===== src/rtl/squeeze_pkg.sv =====
// Shared definitions for the squeeze kernel path: loader FSM encoding and FIFO geometry.
package squeeze_pkg;

    localparam int WORD_W          = 64;
    localparam int FIFO_DEPTH_DEF  = 256;
    localparam int FIFO_MARGIN_DEF = 4;
    localparam int BURST_LEN_DEF   = 16;

    typedef enum logic [2:0] {
        ST_IDLE,
        ST_CLR,
        ST_REQ,
        ST_DRAIN,
        ST_DONE
    } state_t;

endpackage


===== src/rtl/squeeze_kernal_loader_if.sv =====
// Avalon-MM burst read bus plus squeeze kernel FIFO write port, as seen by the loader.
interface squeeze_kernal_loader_if;
    import squeeze_pkg::*;

    logic [31:0]       avm_address_o;
    logic              avm_read_o;
    logic [4:0]        avm_burstcount_o;
    logic              avm_waitrequest_i;
    logic [WORD_W-1:0] avm_readdata_i;
    logic              avm_readdatavalid_i;

    logic              fifo_squeeze_clr_o;
    logic [WORD_W-1:0] fifo_squeeze_wr_data_o;
    logic              fifo_squeeze_wr_en_o;
    logic [7:0]        fifo_squeeze_data_count_i;

    modport master (
        output avm_address_o, avm_read_o, avm_burstcount_o,
        input  avm_waitrequest_i, avm_readdata_i, avm_readdatavalid_i,
        output fifo_squeeze_clr_o, fifo_squeeze_wr_data_o, fifo_squeeze_wr_en_o,
        input  fifo_squeeze_data_count_i
    );

    modport slave (
        input  avm_address_o, avm_read_o, avm_burstcount_o,
        output avm_waitrequest_i, avm_readdata_i, avm_readdatavalid_i,
        input  fifo_squeeze_clr_o, fifo_squeeze_wr_data_o, fifo_squeeze_wr_en_o,
        output fifo_squeeze_data_count_i
    );

endinterface


===== src/rtl/squeeze_kernal_loader_avm_burst_credit.sv =====
// Tracks words requested but not yet returned, and decides whether another burst fits in the FIFO.
module avm_burst_credit #(
    parameter int FIFO_DEPTH  = 256,
    parameter int FIFO_MARGIN = 4
) (
    input  logic       clk,
    input  logic       rst_n,
    input  logic [7:0] fifo_count,
    input  logic [4:0] blen,
    input  logic       accept,
    input  logic [4:0] accept_len,
    input  logic       beat,
    output logic [8:0] outstanding,
    output logic       can_issue
);

    localparam logic [16:0] LIMIT = 17'(FIFO_DEPTH - FIFO_MARGIN);

    logic [16:0] demand;

    // Widened to 17 bits so fill + in-flight + new burst can never wrap.
    assign demand    = 17'(fifo_count) + 17'(outstanding) + 17'(blen);
    assign can_issue = (demand <= LIMIT);

    always_ff @(posedge clk or negedge rst_n) begin
        if (!rst_n) begin
            outstanding <= '0;
        end else begin
            outstanding <= outstanding + (accept ? {4'b0, accept_len} : 9'd0) - {8'b0, beat};
        end
    end

endmodule


===== src/rtl/squeeze_kernal_loader.sv =====
// Burst-reads a layer's squeeze kernel weights over Avalon-MM and writes them into the squeeze FIFO.
module squeeze_kernal_loader
    import squeeze_pkg::*;
#(
    parameter int FIFO_DEPTH  = FIFO_DEPTH_DEF,
    parameter int BURST_LEN   = BURST_LEN_DEF,
    parameter int FIFO_MARGIN = FIFO_MARGIN_DEF
) (
    input  logic                   clk_i,
    input  logic                   rst_n_i,
    input  logic                   start_i,
    input  logic [31:0]            base_addr_i,
    input  logic [15:0]            tot_words_i,
    output logic                   busy_o,
    output logic                   done_o,
    squeeze_kernal_loader_if.master bus
);

    state_t      state, state_nxt;
    logic [31:0] addr;
    logic [15:0] remaining;
    logic [4:0]  blen;
    logic [8:0]  outstanding;
    logic        can_issue;
    logic        accept;
    logic        issue;

    assign blen   = (remaining >= 16'(BURST_LEN)) ? 5'(BURST_LEN) : remaining[4:0];
    assign accept = bus.avm_read_o && !bus.avm_waitrequest_i;
    // A new command is only formed once the previous one has retired, so addr/remaining are current.
    assign issue  = ((state == ST_CLR) || (state == ST_REQ)) && !bus.avm_read_o &&
                    (remaining != 16'd0) && can_issue;

    avm_burst_credit #(
        .FIFO_DEPTH  (FIFO_DEPTH),
        .FIFO_MARGIN (FIFO_MARGIN)
    ) u_credit (
        .clk         (clk_i),
        .rst_n       (rst_n_i),
        .fifo_count  (bus.fifo_squeeze_data_count_i),
        .blen        (blen),
        .accept      (accept),
        .accept_len  (bus.avm_burstcount_o),
        .beat        (bus.avm_readdatavalid_i),
        .outstanding (outstanding),
        .can_issue   (can_issue)
    );

    always_comb begin
        state_nxt = state;
        case (state)
            ST_IDLE:  if (start_i) state_nxt = ST_CLR;
            ST_CLR:   state_nxt = ST_REQ;
            ST_REQ:   if (remaining == 16'd0) state_nxt = ST_DRAIN;
            // With nothing in flight and no beat arriving, the write register holds the last word at most.
            ST_DRAIN: if ((outstanding == 9'd0) && !bus.avm_readdatavalid_i) state_nxt = ST_DONE;
            ST_DONE:  state_nxt = ST_IDLE;
            default:  state_nxt = ST_IDLE;
        endcase
    end

    always_ff @(posedge clk_i or negedge rst_n_i) begin
        if (!rst_n_i) begin
            state <= ST_IDLE;
        end else begin
            state <= state_nxt;
        end
    end

    always_ff @(posedge clk_i or negedge rst_n_i) begin
        if (!rst_n_i) begin
            busy_o                 <= 1'b0;
            done_o                 <= 1'b0;
            bus.fifo_squeeze_clr_o <= 1'b0;
            addr                   <= '0;
            remaining              <= '0;
            bus.avm_read_o         <= 1'b0;
            bus.avm_address_o      <= '0;
            bus.avm_burstcount_o   <= '0;
        end else begin
            busy_o                 <= (state_nxt == ST_CLR) || (state_nxt == ST_REQ) ||
                                      (state_nxt == ST_DRAIN);
            done_o                 <= (state_nxt == ST_DONE);
            bus.fifo_squeeze_clr_o <= (state_nxt == ST_CLR);

            if ((state == ST_IDLE) && start_i) begin
                addr      <= base_addr_i;
                remaining <= tot_words_i;
            end else if (accept) begin
                addr      <= addr + {24'b0, bus.avm_burstcount_o, 3'b000};
                remaining <= remaining - 16'(bus.avm_burstcount_o);
            end

            if (accept) begin
                bus.avm_read_o <= 1'b0;
            end else if (issue) begin
                bus.avm_read_o       <= 1'b1;
                bus.avm_address_o    <= addr;
                bus.avm_burstcount_o <= blen;
            end
        end
    end

    // ---- write stage: one register between bus return and FIFO port ----
    always_ff @(posedge clk_i or negedge rst_n_i) begin
        if (!rst_n_i) begin
            bus.fifo_squeeze_wr_en_o   <= 1'b0;
            bus.fifo_squeeze_wr_data_o <= '0;
        end else begin
            bus.fifo_squeeze_wr_en_o   <= bus.avm_readdatavalid_i;
            bus.fifo_squeeze_wr_data_o <= bus.avm_readdata_i;
        end
    end

endmodule


===== src/flat_wrapper.sv =====
// flat-port wrapper written by rule: the top's interface ports become plain ports
module squeeze_kernal_loader_flat import squeeze_pkg::*;
#(
    parameter int FIFO_DEPTH  = FIFO_DEPTH_DEF,
    parameter int BURST_LEN   = BURST_LEN_DEF,
    parameter int FIFO_MARGIN = FIFO_MARGIN_DEF
)
  (clk_i, rst_n_i, start_i, base_addr_i, tot_words_i, busy_o, done_o, bus_avm_address_o, bus_avm_read_o, bus_avm_burstcount_o, bus_avm_waitrequest_i, bus_avm_readdata_i, bus_avm_readdatavalid_i, bus_fifo_squeeze_clr_o, bus_fifo_squeeze_wr_data_o, bus_fifo_squeeze_wr_en_o, bus_fifo_squeeze_data_count_i);
  squeeze_kernal_loader_if bus_i ();
  input  logic clk_i;
  input  logic rst_n_i;
  input  logic start_i;
  input  logic [31:0] base_addr_i;
  input  logic [15:0] tot_words_i;
  output logic busy_o;
  output logic done_o;
  output wire logic [$bits(bus_i.avm_address_o)-1:0] bus_avm_address_o;
  output wire logic [$bits(bus_i.avm_read_o)-1:0] bus_avm_read_o;
  output wire logic [$bits(bus_i.avm_burstcount_o)-1:0] bus_avm_burstcount_o;
  input wire logic [$bits(bus_i.avm_waitrequest_i)-1:0] bus_avm_waitrequest_i;
  input wire logic [$bits(bus_i.avm_readdata_i)-1:0] bus_avm_readdata_i;
  input wire logic [$bits(bus_i.avm_readdatavalid_i)-1:0] bus_avm_readdatavalid_i;
  output wire logic [$bits(bus_i.fifo_squeeze_clr_o)-1:0] bus_fifo_squeeze_clr_o;
  output wire logic [$bits(bus_i.fifo_squeeze_wr_data_o)-1:0] bus_fifo_squeeze_wr_data_o;
  output wire logic [$bits(bus_i.fifo_squeeze_wr_en_o)-1:0] bus_fifo_squeeze_wr_en_o;
  input wire logic [$bits(bus_i.fifo_squeeze_data_count_i)-1:0] bus_fifo_squeeze_data_count_i;
  assign bus_avm_address_o = bus_i.avm_address_o;
  assign bus_avm_read_o = bus_i.avm_read_o;
  assign bus_avm_burstcount_o = bus_i.avm_burstcount_o;
  assign bus_i.avm_waitrequest_i = bus_avm_waitrequest_i;
  assign bus_i.avm_readdata_i = bus_avm_readdata_i;
  assign bus_i.avm_readdatavalid_i = bus_avm_readdatavalid_i;
  assign bus_fifo_squeeze_clr_o = bus_i.fifo_squeeze_clr_o;
  assign bus_fifo_squeeze_wr_data_o = bus_i.fifo_squeeze_wr_data_o;
  assign bus_fifo_squeeze_wr_en_o = bus_i.fifo_squeeze_wr_en_o;
  assign bus_i.fifo_squeeze_data_count_i = bus_fifo_squeeze_data_count_i;
  squeeze_kernal_loader #(.FIFO_DEPTH(FIFO_DEPTH), .BURST_LEN(BURST_LEN), .FIFO_MARGIN(FIFO_MARGIN)) u_core (.clk_i(clk_i), .rst_n_i(rst_n_i), .start_i(start_i), .base_addr_i(base_addr_i), .tot_words_i(tot_words_i), .busy_o(busy_o), .done_o(done_o), .bus(bus_i));
endmodule

===== config.mk =====
export PLATFORM = sky130hd
export DESIGN_NAME = squeeze_kernal_loader_flat
export DESIGN_NICKNAME = d
export VERILOG_FILES = /design/src/rtl/squeeze_pkg.sv /design/src/rtl/squeeze_kernal_loader_if.sv /design/src/rtl/squeeze_kernal_loader_avm_burst_credit.sv /design/src/rtl/squeeze_kernal_loader.sv /design/src/flat_wrapper.sv
export SDC_FILE = /design/constraint.sdc
export NUM_CORES = 1
export LEC_CHECK = 0
export CAP_MARGIN = 20
export CORE_ASPECT_RATIO = 1.75
export CORE_MARGIN = 3
export CORE_UTILIZATION = 47
export DETAILED_ROUTE_END_ITERATION = 10
export PLACE_DENSITY = 0.83
export SLEW_MARGIN = 40
export SYNTH_ARGS = -nofsm -noshare
export SYNTH_HDL_FRONTEND = slang
export SYNTH_SLANG_ARGS = --single-unit

===== constraint.sdc =====
create_clock -name clk_i -period 5.5 [get_ports clk_i]
set_clock_uncertainty 0.1 [all_clocks]
set_input_delay 0.55 -clock clk_i [delete_from_list [all_inputs] [get_ports clk_i]]
set_output_delay 0.55 -clock clk_i [all_outputs]
set_load 0.02 [all_outputs]

==> summary.md <==
| Metric | Value |
|---|---|
| Largest stage delay, worst path | `~0.45 ns` |
| R2R Setup Slk | `0.61 ns` |
| MaxCap Viol Count | `0` |
| Clock root cell | `clkbuf_16` |
| Setup Slack @ Placement | `roughly 0.64 ns` |
| Router iterations before antenna repair | `4` |
| Row Count | `60` |
| Fin. Hold Viols | `0` |
| GP Congestion | `approximately 0.85` |
| Vias in the first global route | `6214` |
| Main synth FF type | `dfrtp_1` |
| Placed Cells | `between 1k and 1.5k` |
| Sink Count | `roughly 170` |
| Xor/xnor share of the synthesized area | `0.0593` |
| Slew @ Worst Pin | `0.743 ns` |
| Setup TNS | `0 ns` |
| Min Tclk post-route | `between 4 and 5 ns` |
| Final setup viols | `0` |
| DRT Wirelength | `~19000 um` |
| Crit. Startpoint | `u_core.remaining[8]` |
| Reg clk slew, reported paths | `about 0.07 ns` |
| DIE WIDTH | `around 100 um` |
| RSZ-0062 raised after global routing | `no` |
| CTS tree | `yes` |
| Diode count | `0` |
| DRC viols | `0` |
| Post-DP HPWL | `between 10000 and 15000 um` |
| Post-synth EDFFs | `0` |
| Crit-path slowest cell | `nand4_4` |
| Worst Path Arrival | `around 5.1 ns` |
| Core ar. | `between 15000 and 20000 sq um` |
| Main combinational cell family by area after synthesis | `simple AND/OR/NAND/NOR gates` |
| Synth Area in Simple Gates | `0.118` |
| Syn Nets | `slightly above 800` |
| Synth Area in Compound Gates | `0.0882` |
| Area delta synth->final | `41.3%` |
| Finished Core Util | `0.685` |
| Synth Cell Area | `7530 sq um` |
| Avg Cell Area, Syn | `between 10 and 15 sq um` |
| Worst EP required | `approximately 5.7 ns` |
| 1st-iter DRT viols | `230` |
| Synth Area in Adders | `0.0748` |
| Initial core utilization | `0.485` |
| CP endpoint kind | `register` |
| Maximum number of pins on one net before global-route repair | `between 100 and 150` |
| Netlist cell types | `between 50 and 60` |
| Peak VDD IR | `about 0.37 mV` |
| #FFs+latches synth | `166` |
| Setup WS post-layout | `0.606 ns` |
| Async SR Flop Fraction | `1.00` |
| Area fraction of the dominant cell type after synthesis | `0.552` |
| Status | `complete, no violations` |
| Cell chain of the critical path | `or3_4, or4_4, nor2_2, and3_2, inv_1, nor2_1, ha_1, inv_1, fa_1, nand2b_1, a21oi_1, nor2_1, xor2_1, a2bb2o_1, a31oi_1, nand4_4, buf_12, mux2_4` |
| First-pass GRT wire length | `between 30000 and 40000 um` |
| Count leader, synth | `dfrtp_1` |
| Via Count | `between 5k and 6k` |
| Worst-Skew Late Latency | `~0.4 ns` |
| Synth area leaders | `dfrtp_1, ha_1, o21ai_0` |
| Final nets | `1061` |
| Reg2reg start | `u_core.remaining[8]` |
| Crit path launch type | `register` |
| Worst R2R End | `u_core.bus.avm_address_o[21]` |
| Hold_buf cts | `0` |
| Crit path kind | `register to register` |
| Final Non-Filler Cells | `1093` |
| Most instantiated cells after synthesis | `dfrtp_1, nand2_1, o21ai_0` |
| Die H | `between 150 and 200 um` |
| DIE AREA | `between 15000 and 20000 sq um` |
| Mux cell area share after synthesis | `0.0734` |
| R2R depth | `18` |
| Antenna violation net count after detailed routing | `0` |
| Clock Path Buffers | `2` |
| GRT Util Overall | `0.225` |
| DP Area | `approximately 10000 sq um` |
| HP Class | `input port to asynchronous set/reset pin` |
| Number of H-tree levels | `4` |
| Drt wl/cell | `roughly 17 um` |
| Cts bufs inserted | `17` |
| Share of cells above drive strength 1 | `0.0992` |
| CTS resizes | `0` |
| IO buf count | `230` |
| Syn. warnings | `0` |
| Cell area after layout | `~11000 sq um` |
| Crit-path max FO | `21` |
| Seq/Total Area, Yosys | `0.552` |
| Fmax | `0.204 GHz` |
| P_leak | `roughly 4.7 nW` |
| Gr ovfl total | `0` |
| Area leader, netlist | `dfrtp_1` |
| Via density | `5.22` |
| I/O pins | `between 200 and 250` |
| P per Cell Area | `between 400 and 500 nW/um^2` |
| Initial antenna violation count | `0` |
| Post-CTS Setup Bufs | `0` |
| Fin crit share | `0.890` |
| Rel. slew slack | `0.505` |
| Final Slew Violations | `0` |
| Cells after synthesis | `between 600 and 700` |
==> flip-flops by register name (all words and copies together) (netlist names) <==
| register | count |
|---|---|
| u_core.done_o | 1 |
| u_core.bus.avm_read_o | 1 |
| u_core.addr | 32 |
| u_core.bus.fifo_squeeze_wr_en_o | 1 |
| u_core.bus.avm_address_o | 32 |
| u_core.bus.fifo_squeeze_clr_o | 1 |
| u_core.u_credit.outstanding | 9 |
| u_core.bus.avm_burstcount_o | 5 |
| u_core.bus.fifo_squeeze_wr_data_o | 64 |
| u_core.remaining | 16 |
| u_core.busy_o | 1 |
| u_core.state | 3 |
==> layout make-up <==
cell class              count  area, sq um
multi-input cells         433         3130
flip-flops and latches    166         4150
inverters                  41          154
repair buffers            235         2360
fillers                  1158         4900
well taps                 186          233
clock inverters            15          179
clock buffers              17          425
==> critical path: cells and delay by family, from the launching register on <==
kind	cells	cell delay, ns
AND/OR/NAND/NOR	8	2.02
AO/OA/AOI/OAI	3	0.71
adder cells (fa/ha/maj)	2	0.58
buffers and inverters	3	0.49
flip-flops	1	0.42
multiplexers	1	0.31
XOR/XNOR	1	0.13
==> cell families (layout without fill, tap and decap cells) <==
| group | count (synthesis) | count (layout) |
|---|---|---|
| xor+xnor | 51 | 51 |
| mux | 44 | 44 |
| flops | 166 | 166 |
| buf+inv | 58 | 308 |
| simple gates | 186 | 186 |
| compound gates | 110 | 110 |
| fa+ha+maj | 42 | 42 |
==> cell usage in the layout, fill, tap and decap left out, types with 3 or more instances in the layout <==
master	netlist	routed
dfrtp_1	166	166
nor2_1	38	38
a21o_1	7	7
inv_1	41	41
mux2_4	17	17
nor3_1	10	10
inv_6	0	5
mux2i_1	5	5
o21a_1	3	3
nand4_1	5	5
a211oi_1	3	3
clkbuf_16	0	17
and2_1	4	4
buf_4	1	3
and3_1	7	7
fa_1	5	5
nand2b_1	6	5
clkinv_8	0	3
clkdlybuf4s50_1	0	229
xnor2_1	26	26
nand2_1	73	73
nand3_1	15	15
nor2b_1	10	10
mux2_2	22	22
a21oi_1	19	19
o21bai_1	3	3
nor4_1	5	5
o21ai_0	59	59
xor2_1	25	25
ha_1	37	37
inv_8	0	3
==> report_power, final <==
group / total (mW) / switching (mW) / internal (mW)
sequential: 1.74 / 0.240 / 1.50
clock: 1.21 / 0.554 / 0.653
combinational: 1.97 / 0.971 / 1.00
total: 4.92 / 1.76 / 3.15
==> per-stage QoR <==
step / hold slack [ns] / power (mW)
6_report: 0.0246 / 4.92
5_1_grt: 0.0732 / 5.25
4_1_cts: 0.0646 / 4.96
3_5_place_dp: 0.395 / 3.72
3_3_place_gp: 0.387 / 3.65
2_1_floorplan: 0.154 / 3.02
==> how the worst max path moves through the flow <==
stage / end / slack [ns]
detailed placement: u_core.bus.avm_address_o[21] / 0.64
CTS: u_core.bus.avm_address_o[21] / 0.62
global route: u_core.bus.avm_address_o[19] / 0.38
finish: u_core.bus.avm_address_o[21] / 0.61
global placement: u_core.bus.avm_address_o[20] / 0.49
floorplan: u_core.bus.avm_address_o[18] / 1.35
==> per-layer routing <==
layer	track usage	wire length, um
met1	0.246	6810
met2	0.401	10400
met3	0.0552	1010
met4	0.103	794
met5	0	0
(Power assumes the default switching activity.)
